File: src/rtl/cpu_oci_trace_pkg.sv
// Shared types and constants for the OCI trace capture block.
package cpu_oci_trace_pkg;

    typedef enum logic [1:0] {
        ARMED  = 2'd0,
        POST   = 2'd1,
        FROZEN = 2'd2,
        DRAIN  = 2'd3
    } trace_state_t;

    localparam int DROP_W = 16;

    function automatic int entry_w(input int cnt_w, input int data_w);
        return cnt_w + data_w;
    endfunction

endpackage

File: src/rtl/cpu_oci_trace_ram.sv
// Simple dual-port trace storage: one write port, one registered read port.
module cpu_oci_trace_ram #(
    parameter int DEPTH = 16,
    parameter int WIDTH = 34
) (
    input  logic                     clk,
    input  logic                     i_rst,
    input  logic                     i_wr_en,
    input  logic [$clog2(DEPTH)-1:0] i_wr_addr,
    input  logic [WIDTH-1:0]         i_wr_data,
    input  logic                     i_rd_en,
    input  logic [$clog2(DEPTH)-1:0] i_rd_addr,
    output logic [WIDTH-1:0]         o_rd_data
);

    logic [WIDTH-1:0] r_mem [DEPTH];
    logic [WIDTH-1:0] r_q;

    always_ff @(posedge clk) begin
        if (i_wr_en) r_mem[i_wr_addr] <= i_wr_data;
    end

    // Output register reset maps onto the block-RAM output-latch reset.
    always_ff @(posedge clk) begin
        if (i_rst)        r_q <= '0;
        else if (i_rd_en) r_q <= r_mem[i_rd_addr];
    end

    assign o_rd_data = r_q;

endmodule

File: src/rtl/cpu_oci_trace_capture.sv
// Circular pre/post-trigger trace capture of dct_buffer/dct_count with valid/ready drain.
module cpu_oci_trace_capture
    import cpu_oci_trace_pkg::*;
#(
    parameter int DATA_W     = 30,
    parameter int CNT_W      = 4,
    parameter int DEPTH      = 16,
    parameter int POST_WORDS = 4
) (
    input  logic                       clk,
    input  logic                       reset,
    input  logic [DATA_W-1:0]          dct_buffer,
    input  logic [CNT_W-1:0]           dct_count,
    input  logic                       dct_valid,
    input  logic                       test_ending,
    input  logic                       test_has_ended,
    input  logic                       rd_ready,
    output logic                       rd_valid,
    output logic [CNT_W+DATA_W-1:0]    rd_data,
    output logic [$clog2(DEPTH):0]     level,
    output logic [DROP_W-1:0]          drop_cnt,
    output logic [1:0]                 state
);

    localparam int AW = $clog2(DEPTH);
    localparam int LW = AW + 1;
    localparam int EW = entry_w(CNT_W, DATA_W);

    function automatic logic [DROP_W-1:0] sat_inc(input logic [DROP_W-1:0] v);
        return (v == '1) ? v : v + DROP_W'(1);
    endfunction

    trace_state_t      r_state;
    logic [AW-1:0]     r_wr_ptr;
    logic [AW-1:0]     r_rd_ptr;
    logic [LW-1:0]     r_level;
    logic [LW-1:0]     r_post_rem;
    logic [DROP_W-1:0] r_drop;
    logic              r_rd_valid;

    logic          w_wr;
    logic          w_full;
    logic          w_ovw;
    logic          w_pop;
    logic          w_load;
    logic          w_rd_en;
    logic [AW-1:0] w_rd_addr;
    logic [EW-1:0] w_wr_data;

    assign w_wr      = dct_valid && ((r_state == ARMED) || (r_state == POST));
    assign w_full    = (r_level == LW'(DEPTH));
    assign w_ovw     = w_wr && w_full;
    assign w_pop     = (r_state == DRAIN) && r_rd_valid && rd_ready;
    // First fetch after entering DRAIN; afterwards rd_valid only falls when level hits 0.
    assign w_load    = (r_state == DRAIN) && !r_rd_valid && (r_level != '0);
    assign w_rd_en   = w_pop || w_load;
    assign w_rd_addr = w_pop ? r_rd_ptr + AW'(1) : r_rd_ptr;
    assign w_wr_data = {dct_count, dct_buffer};

    cpu_oci_trace_ram #(
        .DEPTH (DEPTH),
        .WIDTH (EW)
    ) u_ram (
        .clk       (clk),
        .i_rst     (reset),
        .i_wr_en   (w_wr),
        .i_wr_addr (r_wr_ptr),
        .i_wr_data (w_wr_data),
        .i_rd_en   (w_rd_en),
        .i_rd_addr (w_rd_addr),
        .o_rd_data (rd_data)
    );

    always_ff @(posedge clk) begin
        if (reset) begin
            r_state    <= ARMED;
            r_wr_ptr   <= '0;
            r_rd_ptr   <= '0;
            r_level    <= '0;
            r_post_rem <= '0;
            r_drop     <= '0;
            r_rd_valid <= 1'b0;
        end else begin
            if (w_wr)           r_wr_ptr <= r_wr_ptr + AW'(1);
            if (w_ovw || w_pop) r_rd_ptr <= r_rd_ptr + AW'(1);
            if (w_ovw)          r_drop   <= sat_inc(r_drop);

            if (w_wr && !w_full) r_level <= r_level + LW'(1);
            else if (w_pop)      r_level <= r_level - LW'(1);

            if (w_load)     r_rd_valid <= 1'b1;
            else if (w_pop) r_rd_valid <= (r_level != LW'(1));

            case (r_state)
                ARMED: begin
                    if (test_has_ended) begin
                        r_state <= FROZEN;
                    end else if (test_ending) begin
                        if (POST_WORDS == 0) begin
                            r_state <= FROZEN;
                        end else begin
                            r_state    <= POST;
                            r_post_rem <= LW'(POST_WORDS);
                        end
                    end
                end
                POST: begin
                    if (test_has_ended) begin
                        r_state <= FROZEN;
                    end else if (w_wr) begin
                        r_post_rem <= r_post_rem - LW'(1);
                        if (r_post_rem == LW'(1)) r_state <= FROZEN;
                    end
                end
                FROZEN:  r_state <= DRAIN;
                default: r_state <= DRAIN;
            endcase
        end
    end

    assign rd_valid = r_rd_valid;
    assign level    = r_level;
    assign drop_cnt = r_drop;
    assign state    = r_state;

endmodule

File: config.mk
export PLATFORM = sky130hd
export DESIGN_NAME = cpu_oci_trace_capture
export DESIGN_NICKNAME = d
export VERILOG_FILES = /design/src/rtl/cpu_oci_trace_pkg.sv /design/src/rtl/cpu_oci_trace_ram.sv /design/src/rtl/cpu_oci_trace_capture.sv
export SDC_FILE = /design/constraint.sdc
export NUM_CORES = 1
export LEC_CHECK = 0
export CORE_MARGIN = 3
export CORE_UTILIZATION = 44
export CTS_CLUSTER_SIZE = 25
export DETAILED_ROUTE_END_ITERATION = 10
export PLACE_DENSITY = 0.69
export SLEW_MARGIN = 20
export SYNTH_ARGS = -nofsm -noshare
export SYNTH_HDL_FRONTEND = slang
export SYNTH_SLANG_ARGS = --single-unit
export TNS_END_PERCENT = 1
File: constraint.sdc
create_clock -name clk -period 5.5 [get_ports clk]
set_input_delay 1.1 -clock clk [delete_from_list [all_inputs] [get_ports clk]]
set_output_delay 1.1 -clock clk [all_outputs]
set_load 0.02 [all_outputs]
* After elaboration in Yosys (flattened, before gate mapping)
Memories as Yosys holds them, arrays and structs flattened. A register that Yosys moved wholly into a read port is not among the register bits.
Cells that the tools add are included.
** Word-level totals
- Register bits :: 37
- Bits in writable memories :: 544
- Memories :: 1
- Output and inout port bits :: 58
- Input port bits :: 40
- Logic and storage cells :: 66
** Memories
- u_ram.r_mem :: words 16, width 34, read ports 1, clocked after memory_dff 1, write ports 1, line cpu_oci_trace_ram.sv:16 : logic [WIDTH-1:0] r_mem [DEPTH];
** Operators by class
- Add/sub/neg operators :: 6
- Bitwise operators :: 1
- Equal/unequal tests :: 13
- Reduce and logical (&&, ||, !) cells :: 20
- Mux-type cells :: 18
** Operators with widths (number)
- $mux 5 :: 6
- $add 16x1->16 const B :: 1
- $eq 16x16->1 const B :: 1
- $mux 2 :: 5
- $pmux 5 s2 :: 1
- $sub 5x1->5 const B :: 2
- $add 4x1->4 const B :: 2
- $ne 2x2->1 const B :: 4
- $logic_and 1x1->1 :: 7
- $ne 3x3->1 const B :: 2
- $reduce_bool 2->1 :: 3
- $add 5x1->5 const B :: 1
- $eq 5x1->1 const B :: 1
- $eq 5x5->1 const B :: 1
- $ne 5x1->1 const B :: 1
- $reduce_and 5->1 :: 1
- $reduce_bool 5->1 :: 1
- $mux 1 :: 4
- $mux 4 :: 1
- $pmux 2 s2 :: 1
- $logic_or 1x1->1 :: 3
- $ne 3x2->1 const B :: 1
- $reduce_and 3->1 :: 1
- $eq 2x1->1 const B :: 1
- other kinds (5) :: 6

* Logic depth before layout (Yosys ltp)
- Depth in word-level cells :: 6
- Depth in mapped cells :: 10
- Depth with buffers taken out :: 7

* Cells and area by module
Synthesis repeated with hierarchy kept, for this count alone.
** Unflattened totals
- Cell total of the unflattened synthesis :: 1531
- Area total of the unflattened synthesis :: 24038.1 sq um
** By module, submodules not included
- cpu_oci_trace_ram :: area an instance 22017.4 sq um, cells an instance 1291, seq. area each 17016.3 sq um, instances 1
- cpu_oci_trace_capture :: area an instance 2020.7 sq um, cells an instance 240, seq. area each 740.7 sq um, instances 1

* Least setup slack after synthesis
OpenSTA, ideal clock, no wires.
- Kind :: in2reg
- Start :: input dct_valid
- End :: memory u_ram.r_mem[3][0], enable pin
- Stages on the path :: 5
- Library setup time :: 0.467 ns
- Path slack :: 0.799 ns
- Required time :: 5.033 ns
- Data arrival time :: 4.233 ns
- Path buffers :: 2
- Path through :: nor2b_1 > clkbuf_1 > clkbuf_1 > nand2_1 > nor3_1
** Between the ends
- Word-level cells in the longest chain between the ends :: 3
** RTL lines
- start, declared :: line cpu_oci_trace_capture.sv:14 : input logic dct_valid,
- $logic_and 1x1->1 :: line cpu_oci_trace_capture.sv:50 : assign w_wr = dct_valid && ((r_state == ARMED) || (r_state == POST));
- $mux 1 :: line cpu_oci_trace_ram.sv:20 : if (i_wr_en) r_mem[i_wr_addr] <= i_wr_data;
- $mux 1 (not written as such) :: line cpu_oci_trace_ram.sv:20
- end, declared :: line cpu_oci_trace_ram.sv:16
Every way passes these cells.

* Worst setup path in the final report
- Start :: register r_rd_ptr[1]
- End :: register u_ram.r_q[29], in the netlist u_ram.o_rd_data[29], read port of u_ram.r_mem
** Between the ends
- Word-level cells in the longest chain between the ends :: 2
** RTL lines
- start, declared :: line cpu_oci_trace_capture.sv:35 : logic [AW-1:0] r_rd_ptr;
- start signal, assigned :: line cpu_oci_trace_capture.sv:85 : if (w_ovw || w_pop) r_rd_ptr <= r_rd_ptr + AW'(1);
- $add 4x1->4 :: line cpu_oci_trace_capture.sv:57 : assign w_rd_addr = w_pop ? r_rd_ptr + AW'(1) : r_rd_ptr;
- $mux 4 (*) :: line cpu_oci_trace_capture.sv:57
- end, declared :: line cpu_oci_trace_ram.sv:17 : logic [WIDTH-1:0] r_q;
Mark *: on every way between the ends. The rest lies on a longest branch, timed or not.
A chain may end at the register's enable or synchronous reset.

==> impl_results.md <==
* Post-DRT Antenna Nets at 0
* Post-synthesis compound-gate area fraction at 0.155
* Fin Hold WS at 0.533 ns
* Top-area cell type share of the netlist area at 0.538
* RePlAce Congestion at 0.788
* Via count at 22400
* Max Slew Vio Count at 0
* Simple-gate share of the synthesized area at 0.143
* RSZ-0062 raised after global routing: no
* Drt total wl at 89.5 mm
* Clk slew on worst S/H paths at 0.06 ns
* Max-capacitance violation count at 0
* Initial DRC count at approximately 2600
* Final Hold Viols at 0
* Commonest cells after routing, fill and taps aside: 544 x edfxtp_1, 201 x o21ai_0, 116 x mux2i_1, 115 x nor3b_1, 101 x or3_1
* Largest family of logic cells by synthesized area: compound AO/OA/AOI/OAI gates
* Clock Power Share at 0.461
* Peak VDD IR at 282 uV
* Sw frac at 0.208
* Pin count of the biggest net entering global routing at ~190
* Nets@finish at 2488
* Vias/cell at 6.64
* GRT Total Usage at 0.245
* Status: completed
* Share of layout cells above drive strength 1 at 0.111
* Reg2reg setup slack at 1.70 ns
* Worst EP required at 6.06 ns
* Die height at 269 microns
* Pwr dens at 296 nW/um^2
* Net switching power at 0.00211 W
* Htree depth at 3
* I/O pin count at 98
* Commonest non-fill, non-tap cell in the layout: edfxtp_1
* Rows at 95
* Netlist Area Pre-Place at approximately 30000 sq um
* Place WS at 1.24 ns
* Ys flop type: edfxtp_1
* Seq pwr share at 0.510
* Clock buffer depth at 3
* Synthesized instance count at about 2500
* Vias in the first global route at around 22000
* Fin crit share at 0.691
* Adder-cell share of the synthesized area at 0.00495
* First-pass GRT wire length at 134 mm
* Measured slew at the worst slew-check pin at 1.12 ns
* Setup_tns at 0 ns
* Drc violations at 0
* Post-synthesis xor/xnor area fraction at 0.00722
* Post-synthesis sequential area ratio at 0.585
* WL/cell at 26.6 microns
* Dpl hpwl at 46.5 mm
* Final min period at 3.80 ns
* Worst Skew at 0.0307 ns
* Core Footprint at approximately 68000 sq um
* Fmax at ~260 MHz
* Final setup vio count at 0
* Pre-Repair DR Iteration Count at 6
* Yosys cell types at 69
* Antenna violations before repair at 4
* Area grow syn2layout at 12.9%
* Cell taking the most area after synthesis: edfxtp_1
* GRT overflow at 0
* CTS Buf Count at 69
* Final worst slack at 1.70 ns
* Worst-path maximum fanout at 74
* Buffers on Ports at 97
* Mapped Avg Cell Area at 12.4 sq um
* Critical path class: reg -> reg
* Syn nets at approximately 2500
* Die ar. at 72100 sq um
* CTS Hold Buffers Added at 0
* Final Util at 0.506
* Top post-synthesis cells by area: edfxtp_1 54%, dfxtp_1 4.7%, mux2i_1 3.8%, o21ai_0 3.3%, nor3b_1 2.8%
* CP endpoint kind: register
* Slew headroom at 0.253
* Int Pwr at roughly 0.0080 W
* Post-CTS sizing at 0
* Root Buffer: clkbuf_16
* Comb pwr share at 0.030
* Post-synthesis mux area share at 0.0587
* CTS tree: yes
* Flops & latches, synth at 615
* Worst Setup Start Kind: register
* Clock Sinks at 615
* FFs w/ async S/R, synth at 0
* Worst Hold Class: reg -> reg
* Crit path DAT at 4.36 ns
* Initial Utilization at 0.448
* Worst-skew pair later-pin latency at 0.62 ns
* Number of synthesized flops with an enable pin at around 540
* Leak Pwr at 10.6 nW
* Die width at 269 microns
* Synth warn at 0
* Post-CTS Setup Bufs at 0
[cells in the mapped netlist, types with 42 or more instances]
cell	n
edfxtp_1	544
dfxtp_1	71
nor2_1	62
nor3_1	94
o21ai_0	201
a211oi_1	85
or3_1	101
nand4_1	42
a31oi_1	56
inv_1	64
o22ai_1	76
buf_2	68
nor3b_1	115
mux2i_1	116
a221oi_1	54
nor2b_1	85
nand3b_1	57
and3b_1	54
clkbuf_1	129
[state kept, by name, summed over array words and instances, names as in the netlist]
register         count
drop_cnt            16
level                5
r_post_rem           5
r_rd_ptr             4
r_wr_ptr             4
rd_valid             1
state                2
u_ram.o_rd_data     34
u_ram.r_mem        544
[worst paths after layout]
| path | from | end | cells after the start |
|---|---|---|---|
| setup / recovery | r_rd_ptr[1] | u_ram.o_rd_data[29] | 6 |
| hold / removal | r_post_rem[1] | r_post_rem[1] | 2 |
| setup reg to reg | r_rd_ptr[1] | u_ram.o_rd_data[29] | 6 |
| hold reg to reg | r_post_rem[1] | r_post_rem[1] | 2 |
[critical path, cell delays in order (launching register included)]
cell and delay [ns]:
dfxtp_4 0.64, buf_4 0.77, or2_2 0.85, nand2b_1 0.59, a21oi_1 0.15, o41ai_1 0.53, o211a_1 0.20
[kinds of logic (layout without fill, tap and decap cells)]
logic type / after synthesis / count (layout)
AOI/OAI and AO/OA: 663 / 663
xor gates and xnor gates: 25 / 25
adders and majority gates: 12 / 12
buffers and inverters: 303 / 342
DFF: 615 / 615
muxes: 157 / 157
other: 0 / 1
and+or+nand+nor: 679 / 679
[stage by stage]
stage / instance area [sq um] / total power (W) / std cells
finish: 34300 / 0.0101 / 3367
global placement: 31900 / 0.00555 / 3236
floorplan: 30300 / 0.00539 / 2454
global route: 34300 / 0.0104 / 3366
CTS: 34200 / 0.0102 / 3364
detailed placement: 31900 / 0.00557 / 3236
[cell type report]
| type | instances | area, sq um |
|---|---|---|
| timing repair buffer | 149 | 1500 |
| antenna | 1 | 2.50 |
| clock buffer | 90 | 1880 |
| multi-input combinational | 1536 | 11400 |
| fill | 5734 | 33500 |
| clock inverter | 38 | 405 |
| inverter | 65 | 244 |
| sequential | 615 | 17800 |
| tap | 873 | 1090 |
[routing by layer]
layer	vias up	GRT usage	part of all wire
met5	-	0	0.00051
met4	6	0.104	0.035
met3	233	0.0380	0.077
met2	1083	0.419	0.49
met1	11300	0.310	0.39
li1	9732	-	-
[power groups by stage]
stage	Clock, W	Combinational, W	Sequential, W
after floorplan	0	0.000121	0.00527
after global placement	0	0.000285	0.00527
after detailed placement	0	0.000296	0.00527
after CTS	0.00472	0.000298	0.00517
after global routing	0.00492	0.000323	0.00517
final	0.00467	0.000300	0.00517
Power figures use the tool's default switching activity.
==> edit: new RTL, config.mk and constraints unchanged <==
Register the output `drop_cnt` once more, without a reset; this adds one clock of latency there. The other outputs are not delayed to match.
--- a/src/rtl/cpu_oci_trace_capture.sv
+++ b/src/rtl/cpu_oci_trace_capture.sv
@@ -121,5 +121,7 @@
     assign rd_valid = r_rd_valid;
     assign level    = r_level;
-    assign drop_cnt = r_drop;
+    always_ff @(posedge clk) begin
+        drop_cnt <= r_drop;
+    end
     assign state    = r_state;
 
Behaviour: no difference found for any inputs over 4 cycles, from zero or initial values and one cycle with reset high; that may be too few to reach the edited logic, so the function may still have changed.
==> edit against the original RTL <==
  * Clock power fell by 16%
  * Setup slack improved by 0.47 ns
  * Power fell by 6.7%
  * Synthesized area fell by 3.6%
  * Non-clock buffer count fell by 5
  * Routed wire length fell by 18%
  * Cell area fell by 4.1%
  * Global-route usage fell by 3.8 points
  * Synthesized cell count fell by 15%
  * Sequential cell count rose by 16
  * Critical path depth rose by 2
  * Highest routed layer is now met4
==> edit: results (changes against the original RTL) <==
Drt
  – Router iterations before antenna repair: 6 (unchanged)
  – Wire length on met3: 4950 µm (-28%)
  – Met2 routed WL: 37100 µm (-16%)
  – Vias per cell: 6.22 (-6.4%)
  – Highest routed layer: met4
  – WL per Instance: 24.4 µm (-8.2%)
  – Post-Route M1 WL: 29600 µm (-16%)
  – First DRT Iteration DRCs: 1847 (-28%)

Power and ir drop
  – P_leak: 9.85 nW (-7.0%)
  – VDD IR-drop max: 238 µV (-16%)
  – Switching share of power: 0.205 (-0.00284)

Yosys
  – Syn nets: 2126 (-15%)
  – Yosys warnings: 0 (unchanged)
  – Ys async rst share: 0 (unchanged)
  – Number of synthesized flops with an enable pin: 544 (unchanged)
  – Post-synth top cells: edfxtp_1, mux2i_1, nor2_1
  – Netlist cell types: 65 (-5.8%)
  – Largest cells by area after synthesis: edfxtp_1, mux2i_1, dfxtp_1
  – Post-synthesis sequential area ratio: 0.618 (+0.0329)

Clock network
  – Num CTS Buffers: 60 (-13%)
  – Clock insertion delay at the later pin of the skew report: around 0.63 ns
  – Post-CTS resize count: 0 (unchanged)
  – Worst-path clk slew: 0.06 ns (about the same)
  – Clock root buffer: clkbuf_16
  – Maximum clock path buffer count: 3 (unchanged)
  – Htree depth: 2 (-1)
  – Setup bufs post-CTS: 0 (unchanged)

Placement
  – # port buffers: 97 (unchanged)
  – Cell Area, Placed: 31000 µm² (-3.0%)
  – Gpl congestion: 0.803 (+2.0%)
  – Dpl hpwl: 42800 µm (-7.9%)

Global route
  – GRT overflow: 0 (unchanged)
  – Initial antenna violation count: 0 (-4)
  – Number of global-route vias before repair: 18882 (-15%)
  – Tot GR Track Use: 0.207 (-0.0375)
  – First-pass GRT wire length: 112000 µm (-16%)
  – Pin count of the biggest net entering global routing: 203 (+4.6%)

Status
  – Status: finished clean

Setup path
  – Crit-path max FO: 29 (-61%)
  – WP data arrival: 3.83 ns (-0.53 ns)
  – Reg2reg setup slack: 2.18 ns (+0.48 ns)

STA
  – Relative slew slack: 0.246 (-0.00645)
  – WHS: 0.382 ns (-0.151 ns)
  – Clk_skew: 0.00966 ns (-0.0211 ns)

Layout
  – Largest register FFs: 544 (unchanged)
  – Final nets: 2162 (-13%)
  – Layout cells sized above 1: 0.121 (+0.0105)
  – Diode count: 0 (-1)
  – Top reg by flops: u_ram.r_mem

Worst hold path
  – HP Class: register to register
edit: cell count changes after synthesis, moves of 59 or more:
cell	delta
nor2_1	+75
or3_1	-95
mux4_2	+62
a211oi_1	-59
nor2b_1	-69
nor3b_1	-67
mux2i_1	+217
o21ai_0	-180
edit: worst paths after layout:
| kind | to | depth (start not counted) | start |
|---|---|---|---|
| worst max-delay path | u_ram.o_rd_data[8] | 8 | rd_ready |
| worst max register to register | u_ram.o_rd_data[0] | 6 | r_rd_ptr[0] |
| worst min-delay path | drop_cnt[14] | 0 | r_drop[14] |
| worst min register to register | drop_cnt[14] | 0 | r_drop[14] |
edit: kinds of logic after synthesis:
kind of cell	count (synthesis)	share of synthesized area
AO/OA/AOI/OAI	281	0.0691
XOR/XNOR	27	0.00809
adder cells (fa/ha/maj)	12	0.00513
buffers and inverters	183	0.0320
flip-flops	631	0.618
multiplexers	411	0.173
AND/OR/NAND/NOR	529	0.0943
edit: stage by stage:
step	instances	setup WS, ns	utilization
finish	3016	2.17	0.505
global route	3016	1.94	0.505
CTS	3016	2.15	0.505
detailed placement	2903	1.53	0.476
global placement	2903	1.59	0.476
floorplan	2074	0.862	-
edit: power by group through the flow:
stage	Clock, W	Combinational (W)	Sequential [W]
2_1_floorplan	0	0.000106	0.00537
3_3_place_gp	0	0.000241	0.00537
3_5_place_dp	0	0.000250	0.00538
4_1_cts	0.00401	0.000251	0.00527
5_1_grt	0.00420	0.000273	0.00528
6_report	0.00394	0.000250	0.00527
edit: layout make-up:
class                   instances  area [µm²]
well taps                     855        1070
clock inverters                31         196
clock buffers                  82        1680
flip-flops and latches        631       18100
repair buffers                144        1370
fillers                      5313       32200
multi-input cells            1260       10400
inverters                      13        50.0
edit: routing by layer:
| metal | GRT usage | vias to the layer above |
|---|---|---|
| met3 | 0.0310 | 141 |
| met5 | 0 | - |
| li1 | - | 8311 |
| met2 | 0.358 | 739 |
| met1 | 0.269 | 9565 |
| met4 | 0.0680 | 0 |
edit: critical path, stage by stage:
cell             delay [ns]
clkdlybuf4s50_1        0.55
nand4_4                0.17
nor3_2                 0.42
or2_2                  0.64
buf_4                  0.50
nor4_1                 0.14
o21ai_1                0.17
nand4_1                0.10
